## src/rtl/instr_fetch_pkg.sv

```systemverilog
// Shared definitions for the fetch stage: FSM state encodings and the default HALT opcode.
package instr_fetch_pkg;

    typedef enum logic [1:0] {
        ST_IDLE   = 2'd0,
        ST_RUN    = 2'd1,
        ST_HALTED = 2'd2
    } fetch_state_e;

    localparam logic [3:0] HALT_OP_DEFAULT = 4'hF;

endpackage

```

## src/rtl/instr_fetch_pc_counter.sv

```systemverilog
// Program counter register: jump load has priority over increment, otherwise holds.
module pc_counter #(
    parameter int ADDR_W   = 4,
    parameter int RESET_PC = 0
) (
    input  logic              clk,
    input  logic              rst_n,
    input  logic              load,
    input  logic [ADDR_W-1:0] load_val,
    input  logic              inc,
    output logic [ADDR_W-1:0] pc
);

    localparam logic [ADDR_W-1:0] RESET_VAL = ADDR_W'(RESET_PC);
    localparam logic [ADDR_W-1:0] ONE       = {{(ADDR_W-1){1'b0}}, 1'b1};

    logic [ADDR_W-1:0] r_pc;

    // PC update; increment wraps naturally modulo 2**ADDR_W
    always_ff @(posedge clk or negedge rst_n) begin
        if (!rst_n) begin
            r_pc <= RESET_VAL;
        end else if (load) begin
            r_pc <= load_val;
        end else if (inc) begin
            r_pc <= r_pc + ONE;
        end else begin
            r_pc <= r_pc;
        end
    end

    assign pc = r_pc;

endmodule

```

## src/rtl/instr_fetch.sv

```systemverilog
// Fetch stage: drives ROM address from the PC and registers the ROM word behind a valid/ready handshake.
// Optional self-halt on HALT_OP is enabled by defining FETCH_HALT_DETECT_EN.
module instr_fetch
    import instr_fetch_pkg::*;
#(
    parameter int         ADDR_W   = 4,
    parameter int         DATA_W   = 16,
    parameter int         RESET_PC = 0,
    parameter logic [3:0] HALT_OP  = HALT_OP_DEFAULT
) (
    input  logic              clk,
    input  logic              rst_n,
    input  logic              en,
    input  logic              jump_valid,
    input  logic [ADDR_W-1:0] jump_addr,
    output logic [ADDR_W-1:0] rom_addr,
    input  logic [DATA_W-1:0] rom_data,
    output logic [DATA_W-1:0] instr,
    output logic [ADDR_W-1:0] instr_pc,
    output logic              instr_valid,
    input  logic              instr_ready,
    output logic              halted
);

`ifdef FETCH_HALT_DETECT_EN
    localparam logic HALT_EN = 1'b1;
`else
    localparam logic HALT_EN = 1'b0;
`endif

    fetch_state_e      r_state;
    logic [DATA_W-1:0] r_instr;
    logic [ADDR_W-1:0] r_instr_pc;
    logic              r_instr_valid;
    logic              r_halted;

    logic [ADDR_W-1:0] w_pc;
    logic              w_load;
    logic              w_halt_hit;

    assign w_load     = (r_state == ST_RUN) && en && !jump_valid && (!r_instr_valid || instr_ready);
    assign w_halt_hit = HALT_EN && (rom_data[DATA_W-1 -: 4] == HALT_OP);

    // A captured HALT word leaves the PC pointing at itself
    pc_counter #(
        .ADDR_W   (ADDR_W),
        .RESET_PC (RESET_PC)
    ) u_pc (
        .clk      (clk),
        .rst_n    (rst_n),
        .load     (jump_valid),
        .load_val (jump_addr),
        .inc      (w_load && !w_halt_hit),
        .pc       (w_pc)
    );

    assign rom_addr = w_pc;

    // Control FSM and output register; a jump flushes the held word and overrides everything else
    always_ff @(posedge clk or negedge rst_n) begin
        if (!rst_n) begin
            r_state       <= ST_IDLE;
            r_instr       <= {DATA_W{1'b0}};
            r_instr_pc    <= {ADDR_W{1'b0}};
            r_instr_valid <= 1'b0;
            r_halted      <= 1'b0;
        end else if (jump_valid) begin
            r_state       <= en ? ST_RUN : ST_IDLE;
            r_instr_valid <= 1'b0;
            r_halted      <= 1'b0;
        end else begin
            if (w_load) begin
                r_instr       <= rom_data;
                r_instr_pc    <= w_pc;
                r_instr_valid <= 1'b1;
            end else if (instr_ready) begin
                r_instr_valid <= 1'b0;
            end else begin
                r_instr_valid <= r_instr_valid;
            end

            case (r_state)
                ST_IDLE: begin
                    r_state <= en ? ST_RUN : ST_IDLE;
                end
                ST_RUN: begin
                    if (!en) begin
                        r_state <= ST_IDLE;
                    end else if (w_load && w_halt_hit) begin
                        r_state  <= ST_HALTED;
                        r_halted <= 1'b1;
                    end else begin
                        r_state <= ST_RUN;
                    end
                end
                ST_HALTED: begin
                    r_state <= ST_HALTED;
                end
                default: begin
                    r_state  <= ST_IDLE;
                    r_halted <= 1'b0;
                end
            endcase
        end
    end

    assign instr       = r_instr;
    assign instr_pc    = r_instr_pc;
    assign instr_valid = r_instr_valid;
    assign halted      = r_halted;

endmodule

```

## config.mk

```make
export PLATFORM = sky130hd
export DESIGN_NAME = instr_fetch
export DESIGN_NICKNAME = d
export VERILOG_FILES = /design/src/rtl/instr_fetch_pkg.sv /design/src/rtl/instr_fetch_pc_counter.sv /design/src/rtl/instr_fetch.sv
export SDC_FILE = /design/constraint.sdc
export NUM_CORES = 1
export LEC_CHECK = 0
export BUFFER_PORTS_ARGS = -buffer_cell sky130_fd_sc_hd__buf_2
export CAP_MARGIN = 10
export CORE_ASPECT_RATIO = 0.6
export CORE_MARGIN = 4
export CORE_UTILIZATION = 45
export DETAILED_ROUTE_END_ITERATION = 16
export PLACE_DENSITY = 0.77
export SYNTH_ARGS = -nofsm -noshare
export SYNTH_HDL_FRONTEND = slang
export SYNTH_HIERARCHICAL = 1
export SYNTH_SLANG_ARGS = --single-unit
```

## constraint.sdc

```tcl
create_clock -name clk -period 2.3 [get_ports clk]
set_clock_uncertainty 0.2 [all_clocks]
set_input_delay 0.115 -clock clk [delete_from_list [all_inputs] [get_ports clk]]
set_output_delay 0.115 -clock clk [all_outputs]
set_load 0.03 [all_outputs]
```

==> flow_summary.rst, run 1 <==
.. list-table::
   :header-rows: 1

   * - Metric
     - Value
   * - Status
     - completed
   * - CTS tree
     - built
   * - Filler cell count in the final layout
     - 148
   * - Clock sink count
     - 27
   * - Number of clock buffers inserted by TritonCTS
     - 3
   * - Top post-synthesis cells by area
     - sky130_fd_sc_hd__dfrtp_1, sky130_fd_sc_hd__mux2_2, sky130_fd_sc_hd__buf_6
   * - Final hold viol count
     - 0
   * - Cell Pwr Density
     - 765 mW/mm^2
   * - Dominant cell by count in the synthesized netlist
     - sky130_fd_sc_hd__dfrtp_1
   * - Die span in x
     - 71.9 um
   * - Critical path data required time
     - 2310 ps
   * - Fraction of the cycle the final worst path needs
     - 93.8%
   * - Clock insertion delay at the later pin of the skew report
     - 260 ps
   * - Max cap viols
     - 0
   * - CTS root buffer
     - sky130_fd_sc_hd__clkbuf_8
   * - Via count normalized by instance count
     - 4.61
   * - Post-Syn Instances
     - 72
   * - Maximum number of pins on one net before global-route repair
     - 28
   * - Syn-to-layout area delta
     - 54.8%
   * - Routability congestion estimate
     - 0.738
   * - Routed wire length
     - 2480 um
   * - Final worst-path setup slack
     - 143 ps
   * - Finished Cell Area
     - 0.00171 mm^2
   * - Remaining number of nets flagged by the antenna check after routing
     - 0
   * - Synthesized area
     - 0.00110 mm^2
   * - Pleak
     - 0.825 nW
   * - Largest stage delay on the critical path
     - 550 ps
   * - Portion of the post-synthesis area used by sequential elements
     - 61.2%
   * - Deepest clock path buffer count
     - 2
   * - Endpoint arrival time on the critical path
     - 2170 ps
   * - Mapped Nets
     - 98
   * - Worst setup timing slack at the placement stage
     - 538 ps
   * - Met1 track utilization from global routing
     - 19.6%
   * - Port Buffer Count
     - 49
   * - Startpoint kind of the worst setup timing path
     - primary input
   * - Die Y
     - 46.4 um
   * - Worst R2R Setup Slack
     - 190 ps
   * - Global-route layer with the greatest usage
     - met2
   * - Global-route met3 utilization
     - 5.66%
   * - Count of hold buffers inserted by post-cts repair
     - 29
   * - Post_cts resized
     - 0
   * - DR pass1 iterations
     - 2
   * - Capturing point of the worst reg2reg path
     - u_pc/pc[2]
   * - Max IR drop VDD
     - 518 uV
   * - Global routing met2 resource utilization
     - 30.8%
   * - Number of warning messages in the yosys log
     - 6
   * - Cell Rows
     - 13
   * - Flip-flop and latch count after synthesis
     - 27
   * - Async set-reset flop share out of synthesis
     - 100%
   * - Max Clock Freq
     - 0.464 GHz
   * - Final global-route overflow total
     - 0
   * - Setup Crit Path Kind
     - primary input to flop
   * - Sum of negative setup slack
     - 0 ps
   * - Layout cell share with drive strength beyond 1
     - 51.0%
   * - Number of antenna violations at the first check in global routing
     - 0
   * - Wire length of the first global-routing pass
     - 4150 um
   * - Clk pin slew, worst setup/hold paths
     - 90 ps
   * - Post-DR wirelength/cell
     - 13.6 um
   * - Total of endpoints with negative setup slack in the final report
     - 0
   * - Leading register cell type out of synthesis
     - sky130_fd_sc_hd__dfrtp_1
   * - Starting utilization of the core area
     - 49.2%
   * - Number of enable flip-flop cells after synthesis
     - 0
   * - Cell taking the most area after synthesis
     - sky130_fd_sc_hd__dfrtp_1
   * - Number of setup buffers added after CTS
     - 0
   * - DRC Markers
     - 0
   * - Source of the worst register-to-register timing path
     - r_state[1]
   * - I/O pin cnt
     - 51
   * - Worst-Margin Slew
     - 568 ps
   * - Critical path's top delay family
     - buffers and inverters
   * - Unrepaired setup endpoints after global routing
     - no
   * - Worst Reg-to-Reg Cells
     - 7
   * - Library cell appearing most often on the critical path
     - sky130_fd_sc_hd__dlygate4sd3_1
   * - Number of slew-limit violations in the final report
     - 0
   * - Via count
     - 843
   * - Number of nets in the final layout
     - 180
   * - Number of DRC markers after the initial detailed-route iteration
     - 31
   * - Syn_area_per_cell
     - 15.3 um^2
   * - Area of placed instances
     - 0.00137 mm^2
   * - Area share of the leading cell type in the synthesized netlist
     - 61.2%
   * - Antenna diodes
     - 0
   * - Die footprint
     - 0.00333 mm^2
   * - Worst max-slew margin expressed relative to the limit
     - 62.1%
   * - Worst Path Max Fanout
     - 9
   * - Detailed-placement wirelength estimate
     - 1730 um
   * - Number of distinct library cells after synthesis
     - 19
   * - CTS H-tree depth
     - 1
   * - Critical path, cell by cell
     - dlygate4sd3_1, buf_2, nand3b_4, nor3b_4, buf_4, nand2_1, xor2_1, o21ai_0, dlygate4sd3_1
   * - Core Region
     - 0.00224 mm^2
   * - Via count of the first global-routing pass
     - 907
   * - Slowest cell on the critical path
     - sky130_fd_sc_hd__dlygate4sd3_1
   * - Kind of end point of the critical path
     - flop
   * - Top post-synthesis cells by count
     - sky130_fd_sc_hd__dfrtp_1, sky130_fd_sc_hd__mux2_2, sky130_fd_sc_hd__nand2_1, sky130_fd_sc_hd__o21ai_0
   * - Min cycle time layout
     - 2160 ps
   * - Type of the worst min-delay path
     - primary input to asynchronous set/reset pin
   * - GRT Util Overall
     - 16.5%
   * - Number of buffer and inverter stages on the critical path
     - 4
## through the flow
step	power, mW	util (%)	hold WS (ps)	instances
after global placement	1.01	61.1	-50.7	150
after floorplan	0.881	-	-381	72
after detailed placement	1.02	61.1	-47.2	150
after CTS	1.32	76.1	200	183
final	1.31	76.1	177	183
after global routing	1.38	76.1	241	183
## final cells by class
cell class                      instances  area (um^2)  share of cell area, %
Clock buffer                            3         41.3                   2.42
Clock inverter                          1         5.00                  0.293
Multi-Input combinational cell         42          398                   23.3
Sequential cell                        27          676                   39.6
Tap cell                               30         37.5                   2.20
Timing Repair Buffer                   80          551                   32.2
## power breakdown
group | internal [mW] | total [mW] | switching [mW] | leakage (nW)
registers | 0.558 | 0.608 | 0.0491 | 0.325
clock network | 0.121 | 0.258 | 0.136 | 0.0255
logic | 0.177 | 0.442 | 0.265 | 0.475
## kinds of logic after synthesis
family	count (synthesis)	synth area share, %
flops	27	61.2
mux	22	22.3
simple gates	11	8.05
compound gates	4	1.81
xor+xnor	3	2.38
buf+inv	3	2.72
fa+ha+maj	1	1.13
other cells	1	0.340
## worst reg2reg max path, cell delays in order, from the launching register on
cell,delay (ps)
sky130_fd_sc_hd__dfrtp_1,390
sky130_fd_sc_hd__nand3b_4,170
sky130_fd_sc_hd__nor3b_4,190
sky130_fd_sc_hd__buf_4,210
sky130_fd_sc_hd__nand2_1,80
sky130_fd_sc_hd__xor2_1,140
sky130_fd_sc_hd__o21ai_0,120
sky130_fd_sc_hd__dlygate4sd3_1,550
## flip-flops by register name, indices dropped and copies added (netlist names)
| signal | cells |
|---|---|
| instr | 16 |
| r_state | 2 |
| instr_valid | 1 |
| u_pc/pc | 4 |
| instr_pc | 4 |
## worst max-delay path by stage
stage	end	slack (ps)	from	cells past startpoint
final	u_pc/pc[2]	140	en	9
after global routing	u_pc/pc[2]	40	en	9
after CTS	u_pc/pc[2]	120	en	9
after detailed placement	u_pc/pc[3]	540	r_state[1]	6
after global placement	u_pc/pc[3]	580	r_state[1]	6
after floorplan	u_pc/pc[3]	450	instr_valid	6
## metal layers
layer	wire length, um	vias up
li1	-	411
met4	0	0
met3	209	0
met5	0	-
met2	1190	35
met1	1080	397
## cells in the final DEF (no fill, tap or decap), types with 2 or more instances in the layout
cell                            Yosys  layout
sky130_fd_sc_hd__o21ai_0            3       3
sky130_fd_sc_hd__xnor2_1            2       2
sky130_fd_sc_hd__dlygate4sd3_1      0      29
sky130_fd_sc_hd__nand2b_1           2       2
sky130_fd_sc_hd__clkbuf_8           0       3
sky130_fd_sc_hd__mux2_2            20      20
sky130_fd_sc_hd__buf_2              0      49
sky130_fd_sc_hd__dfrtp_1           27      27
sky130_fd_sc_hd__nand2_1            4       4
sky130_fd_sc_hd__buf_4              1       2
No activity file was read; power rests on OpenSTA's default activity.
==> run 2, diff against run 1 <==
--- a/config.mk
+++ b/config.mk
@@ -8,7 +8,7 @@
 export BUFFER_PORTS_ARGS = -buffer_cell sky130_fd_sc_hd__buf_2
 export CAP_MARGIN = 10
 export CORE_ASPECT_RATIO = 0.6
-export CORE_MARGIN = 4
+export CORE_MARGIN = 2
 export CORE_UTILIZATION = 45
 export DETAILED_ROUTE_END_ITERATION = 16
 export PLACE_DENSITY = 0.77
==> run 2 against run 1 <==
Worst hold slack worse by 170 ps. Design area down 1.8%. Maximum frequency up 9.4%. Setup slack better by 190 ps. Critical endpoint is now instr[7]. Largest power group unchanged.
==> flow_summary.rst, run 2 (synthesized netlist as in run 1, its figures left out) <==
.. list-table::
   :header-rows: 1

   * - Metric
     - Value
   * - Clock insertion delay at the later pin of the skew report
     - 270 ps (about the same)
   * - Clk pin slew, worst setup/hold paths
     - 90 ps (about the same)
   * - Total of endpoints with negative setup slack in the final report
     - 0 (unchanged)
   * - Starting utilization of the core area
     - 49.2% (unchanged)
   * - Antenna diodes
     - 0 (unchanged)
   * - Via count normalized by instance count
     - 4.68 (+1.7%)
   * - Remaining number of nets flagged by the antenna check after routing
     - 0 (unchanged)
   * - Status
     - completed
   * - Syn-to-layout area delta
     - 51.9%
   * - Number of clock buffers inserted by TritonCTS
     - 3 (unchanged)
   * - Number of slew-limit violations in the final report
     - 0 (unchanged)
   * - Fraction of the cycle the final worst path needs
     - 85.7% (-8.1 points)
   * - Die footprint
     - 0.00288 mm^2 (-14%)
   * - Final instance count without filler cells
     - 180 (-1.6%)
   * - Post-DR wirelength/cell
     - 12.5 um (-7.7%)
   * - Cell Rows
     - 13 (unchanged)
   * - Flip-flop count of the largest register, all copies and words added
     - 16 (unchanged)
   * - Kind of end point of the critical path
     - flop
   * - Max Clock Freq
     - 0.507 GHz (+9.4%)
   * - CTS H-tree depth
     - 1 (unchanged)
   * - Final global-route overflow total
     - 0 (unchanged)
   * - Maximum number of pins on one net before global-route repair
     - 28 (unchanged)
   * - Worst Path Max Fanout
     - 9 (unchanged)
   * - Post-route core utilization
     - 74.7% (-1.4 points)
   * - Commonest cells after routing, fill and taps aside
     - sky130_fd_sc_hd__buf_2, sky130_fd_sc_hd__dfrtp_1, sky130_fd_sc_hd__dlygate4sd3_1, sky130_fd_sc_hd__mux2_2, sky130_fd_sc_hd__nand2_1
   * - Multi-input logic area
     - 398 um^2 (unchanged)
   * - Wire length of the first global-routing pass
     - 3500 um (-16%)
   * - Type of the worst min-delay path
     - primary input to flop
   * - Sum of negative setup slack
     - 0 ps (unchanged)
   * - Max IR drop VDD
     - 680 uV (+31%)
   * - Die span in x
     - 67.9 um (-5.6%)
   * - Layout cell share with drive strength beyond 1
     - 51.3% (+0.35 points)
   * - Detailed-placement wirelength estimate
     - 1540 um (-11%)
   * - Most common cell after layout, fill and taps aside
     - sky130_fd_sc_hd__buf_2
   * - Number of nets in the final layout
     - 177 (-1.7%)
   * - Startpoint kind of the worst setup timing path
     - primary input
   * - Routed wire length
     - 2260 um (-9.2%)
   * - Final hold viol count
     - 0 (unchanged)
   * - Unrepaired setup endpoints after global routing
     - no
   * - Cell Pwr Density
     - 776 mW/mm^2 (+1.4%)
   * - Post_cts resized
     - 0 (unchanged)
   * - GRT Util Overall
     - 16.5% (-0.027 points)
   * - Filler cell count in the final layout
     - 150 (+1.4%)
   * - Number of antenna violations at the first check in global routing
     - 0 (unchanged)
   * - Routability congestion estimate
     - 0.633 (-14%)
   * - I/O pin cnt
     - 51 (unchanged)
   * - DR pass1 iterations
     - 2 (unchanged)
   * - Setup Crit Path Kind
     - primary input to flop
   * - Die Y
     - 42.4 um (-8.6%)
   * - Core Region
     - 0.00224 mm^2 (unchanged)
   * - Via count of the first global-routing pass
     - 791 (-13%)
   * - Critical path data required time
     - 2250 ps (-60 ps)
   * - Number of placed cells counting well taps
     - 150 (unchanged)
   * - Number of DRC markers after the initial detailed-route iteration
     - 37 (+19%)
   * - Pleak
     - 0.810 nW (-1.8%)
   * - Deepest clock path buffer count
     - 2 (unchanged)
   * - Worst-Margin Slew
     - 561 ps (-6.91 ps)
   * - DRC Markers
     - 0 (unchanged)
   * - Via count
     - 843 (unchanged)
   * - Endpoint arrival time on the critical path
     - 1920 ps (-250 ps)
   * - Max cap viols
     - 0 (unchanged)
   * - CTS root buffer
     - sky130_fd_sc_hd__clkbuf_8
   * - Port Buffer Count
     - 49 (unchanged)
   * - Final Power
     - 1.30 mW (-0.49%)
   * - Area occupied by registers
     - 676 um^2 (unchanged)
   * - Worst max-slew margin expressed relative to the limit
     - 62.6% (+0.46 points)
   * - Min cycle time layout
     - 1970 ps (-186 ps)
   * - CTS tree
     - built
   * - Clock sink count
     - 27 (unchanged)
[run 2: cell count changes in the layout (fill, tap and decap cells not counted), sizes merged]
| cell | change |
|---|---|
| clkbuf | +1 |
| dlygate4sd3 | -3 |
| clkinv | -1 |
[run 2: what timing repair did]
item,in CTS,in global routing
setup buffers,0,0
endpoints found under the hold margin,49,0
hold buffers,26,0
[run 2: worst max-delay path, stage by stage]
cell	delay [ps]
sky130_fd_sc_hd__dlygate4sd3_1	520
sky130_fd_sc_hd__buf_2	100
sky130_fd_sc_hd__nand2b_1	120
sky130_fd_sc_hd__nor3b_4	440
sky130_fd_sc_hd__buf_4	270
sky130_fd_sc_hd__mux2_2	350
[run 2: through the flow]
step,area (um^2),hold WS (ps),setup WS (ps)
detailed placement,1370,-55.1,365
finish,1680,5.10,329
global placement,1370,-58.7,444
floorplan,1100,-381,451
CTS,1680,2.52,310
global route,1680,17.0,245
[run 2: power breakdown]
part / leakage [nW] / switching, mW / total, mW / internal, mW
clock network: 0.0228 / 0.138 / 0.262 / 0.124
logic: 0.462 / 0.262 / 0.434 / 0.172
registers: 0.325 / 0.0472 / 0.606 / 0.558
total: 0.810 / 0.447 / 1.30 / 0.854
[run 2: final timing paths]
kind | endpoint | depth (start not counted) | start | slack (ps)
worst min register to register | r_state[1] | 1 | r_state[0] | 290
worst max register to register | instr[7] | 4 | r_state[1] | 370
min in group asynchronous | instr_pc[0] | 2 | rst_n | 160
max in group asynchronous | instr[5] | 2 | rst_n | 1360
worst max-delay path | instr[7] | 6 | instr_ready | 330
worst min-delay path | u_pc/pc[2] | 2 | jump_valid | 5
[run 2: final cells by class]
type,instances,area share (%)
Clock buffer,4,2.69
Multi-Input combinational cell,42,23.7
Sequential cell,27,40.3
Tap cell,30,2.24
Timing Repair Buffer,77,31.0
[run 2: routing by layer]
| layer | vias to the layer above | routed length [um] | GRT usage, % |
|---|---|---|---|
| li1 | 403 | - | - |
| met4 | 0 | 0 | 3.60 |
| met1 | 406 | 985 | 20.6 |
| met3 | 0 | 183 | 5.38 |
| met2 | 34 | 1090 | 27.8 |
| met5 | - | 0 | 0 |
==> run 3, diff against run 2 <==
--- a/config.mk
+++ b/config.mk
@@ -12,6 +12,7 @@
 export CORE_UTILIZATION = 45
 export DETAILED_ROUTE_END_ITERATION = 16
 export PLACE_DENSITY = 0.77
+export REMOVE_ABC_BUFFERS = 1
 export SYNTH_ARGS = -nofsm -noshare
 export SYNTH_HDL_FRONTEND = slang
 export SYNTH_HIERARCHICAL = 1
==> run 3 against run 2 <==
Global-route usage is 0.48 points higher. Total power is 0.31% lower. Maximum frequency is 7.3% higher. Worst hold slack better by 170 ps. Critical endpoint is now u_pc/pc[3]. Largest cell class unchanged. Highest routed layer unchanged.
==> flow_summary.rst, run 3 (synthesized netlist as in run 1, its figures left out) <==
.. list-table::
   :header-rows: 1

   * - Metric
     - Value
   * - Type of the worst min-delay path
     - primary input to asynchronous set/reset pin
   * - Endpoint arrival time on the critical path
     - 1790 ps (-130 ps)
   * - Area occupied by registers
     - 676 um^2 (unchanged)
   * - DRC Markers
     - 0 (unchanged)
   * - Total of endpoints with negative setup slack in the final report
     - 0 (unchanged)
   * - CTS root buffer
     - sky130_fd_sc_hd__clkbuf_8
   * - Startpoint kind of the worst setup timing path
     - primary input
   * - Die Y
     - 42.4 um (unchanged)
   * - Number of DRC markers after the initial detailed-route iteration
     - 10 (-73%)
   * - Fraction of power consumed by sequential logic
     - 46.7% (about the same)
   * - Slowest cell on the critical path
     - sky130_fd_sc_hd__dlygate4sd3_1
   * - Multi-input logic area
     - 398 um^2 (unchanged)
   * - Worst Path Max Fanout
     - 9 (unchanged)
   * - Clock sink count
     - 27 (unchanged)
   * - Worst-Margin Slew
     - 581 ps (+20.0 ps)
   * - Sw Pwr
     - 0.447 mW (about the same)
   * - Clk pin slew, worst setup/hold paths
     - 80 ps (about the same)
   * - Die footprint
     - 0.00288 mm^2 (unchanged)
   * - Fraction of the cycle the final worst path needs
     - 79.9% (-5.8 points)
   * - Area of placed instances
     - 0.00137 mm^2 (unchanged)
   * - Switch share
     - 34.5% (+0.10 points)
   * - Clock share of power
     - 19.8% (-0.3 points)
   * - Via count of the first global-routing pass
     - 810 (+2.4%)
   * - Antenna diodes
     - 0 (unchanged)
   * - Final hold viol count
     - 0 (unchanged)
   * - Core Region
     - 0.00224 mm^2 (unchanged)
   * - Critical path data required time
     - 2260 ps (about the same)
   * - Detailed-placement wirelength estimate
     - 1600 um (+3.6%)
   * - Commonest cells after routing, fill and taps aside
     - sky130_fd_sc_hd__buf_2, sky130_fd_sc_hd__dfrtp_1, sky130_fd_sc_hd__dlygate4sd3_1, sky130_fd_sc_hd__mux2_2, sky130_fd_sc_hd__nand2_1
   * - Kind of end point of the critical path
     - flop
   * - Sum of negative setup slack
     - 0 ps (unchanged)
   * - Final instance count without filler cells
     - 179 (-0.56%)
   * - Number of clock buffers inserted by TritonCTS
     - 3 (unchanged)
   * - Max cap viols
     - 0 (unchanged)
   * - Critical path, cell by cell
     - dlygate4sd3_1, buf_2, nand3b_4, nor3b_4, buf_4, nand4_2, xnor2_1, mux2_2
   * - Maximum number of pins on one net before global-route repair
     - 28 (unchanged)
   * - Max Clock Freq
     - 0.544 GHz (+7.3%)
   * - Routed wire length
     - 2290 um (+1.3%)
   * - Final global-route overflow total
     - 0 (unchanged)
   * - Pleak
     - 0.812 nW (+0.17%)
   * - Number of slew-limit violations in the final report
     - 0 (unchanged)
   * - I/O pin cnt
     - 51 (unchanged)
   * - Via count normalized by instance count
     - 4.64 (-0.87%)
   * - Max IR drop VDD
     - 498 uV (-27%)
   * - Worst R2R Setup Slack
     - 490 ps (+120 ps)
   * - Cell Rows
     - 13 (unchanged)
   * - Min cycle time layout
     - 1840 ps (-134 ps)
   * - Wire length of the first global-routing pass
     - 3530 um (+0.77%)
   * - Number of nets in the final layout
     - 176 (-0.56%)
   * - Finished Cell Area
     - 0.00167 mm^2 (-0.52%)
   * - Most common cell after layout, fill and taps aside
     - sky130_fd_sc_hd__buf_2
   * - Number of placed cells counting well taps
     - 150 (unchanged)
   * - Via count
     - 831 (-1.4%)
   * - Cell Pwr Density
     - 778 mW/mm^2 (+0.21%)
   * - Filler cell count in the final layout
     - 157 (+4.7%)
   * - GRT Util Overall
     - 17.0% (+0.48 points)
   * - Capturing point of the worst reg2reg path
     - u_pc/pc[3]
   * - DR pass1 iterations
     - 2 (unchanged)
   * - Worst setup endpoint
     - u_pc/pc[3]
   * - Syn-to-layout area delta
     - 51.1%
   * - Deepest clock path buffer count
     - 2 (unchanged)
   * - Largest stage delay on the critical path
     - 520 ps (about the same)
   * - Die span in x
     - 67.9 um (unchanged)
   * - Minimum hold slack
     - 176 ps (+171 ps)
   * - Clock insertion delay at the later pin of the skew report
     - 270 ps (about the same)
   * - Post-DR wirelength/cell
     - 12.8 um (+1.9%)
   * - Source of the worst register-to-register timing path
     - r_state[1]
   * - Proportion of power drawn by combinational gates
     - 33.5% (+0.2 points)
   * - Layout cell share with drive strength beyond 1
     - 52.3% (+1.0 points)
   * - Remaining number of nets flagged by the antenna check after routing
     - 0 (unchanged)
   * - Flip-flop count of the largest register, all copies and words added
     - 16 (unchanged)
   * - Worst Reg-to-Reg Cells
     - 6 (+2)
   * - Int Pwr
     - 0.850 mW (-0.46%)
   * - Unrepaired setup endpoints after global routing
     - no
   * - Setup Crit Path Kind
     - primary input to flop
   * - Number of antenna violations at the first check in global routing
     - 0 (unchanged)
   * - Worst max-slew margin expressed relative to the limit
     - 61.3% (-1.3 points)
   * - CTS tree
     - built
   * - CTS H-tree depth
     - 1 (unchanged)
   * - Starting utilization of the core area
     - 49.2% (unchanged)
   * - Launching instance or port of the critical path
     - en
   * - Routability congestion estimate
     - 0.699 (+10%)
   * - Status
     - completed
   * - Post-route core utilization
     - 74.3% (-0.39 points)
   * - Port Buffer Count
     - 49 (unchanged)
-- run 3: changes by cell type in the layout (fill, tap and decap cells not counted) --
cell                            delta
sky130_fd_sc_hd__dlygate4sd3_1     -1
sky130_fd_sc_hd__clkinv_2          +1
sky130_fd_sc_hd__clkbuf_1          -1
-- run 3: how the worst min path moves through the flow --
stage | startpoint | end | slack, ps
final | rst_n | instr[5] | 180
after global routing | rst_n | instr[5] | 210
after CTS | jump_valid | u_pc/pc[2] | 5
after detailed placement | rst_n | instr[9] | -50
after global placement | rst_n | instr[9] | -60
after floorplan | rst_n | instr[0] | -380
-- run 3: stage by stage --
step           power, mW  worst slack [ps]
2_1_floorplan      0.876              42.0
3_3_place_gp        1.01               588
3_5_place_dp        1.02               500
4_1_cts             1.31               463
5_1_grt             1.38               379
6_report            1.30               463
-- run 3: timing repair --
item	in CTS	in global routing
hold buffers	24	1
endpoints found under the hold margin	49	1
gates resized for setup	0	0
setup buffers	0	0
endpoints found under the setup margin	0	0
-- run 3: layout make-up --
type	instances	area share, %
flip-flops and latches	27	40.5
repair buffers	76	30.6
multi-input cells	42	23.9
clock buffers	3	2.48
well taps	30	2.25
clock inverters	1	0.300
-- run 3: power groups by stage --
stage	registers [mW]	clock network (mW)	logic [mW]
finish	0.606	0.257	0.434
CTS	0.606	0.270	0.437
floorplan	0.783	0	0.0931
detailed placement	0.614	0	0.405
global placement	0.611	0	0.398
global route	0.616	0.298	0.464
-- run 3: routing by layer --
metal	part of all wire [%]	track usage, %	up-vias
met4	0	3.60	0
met2	48	28.9	33
met5	0	0	-
met1	44	20.5	397
met3	7.5	6.18	0
li1	-	-	401
-- run 3: worst max-delay path, delay by kind of cell --
kind,cells,cell delay [ps]
buffers and inverters,3,870
and+or+nand+nor,3,400
muxes,1,250
xor gates and xnor gates,1,140
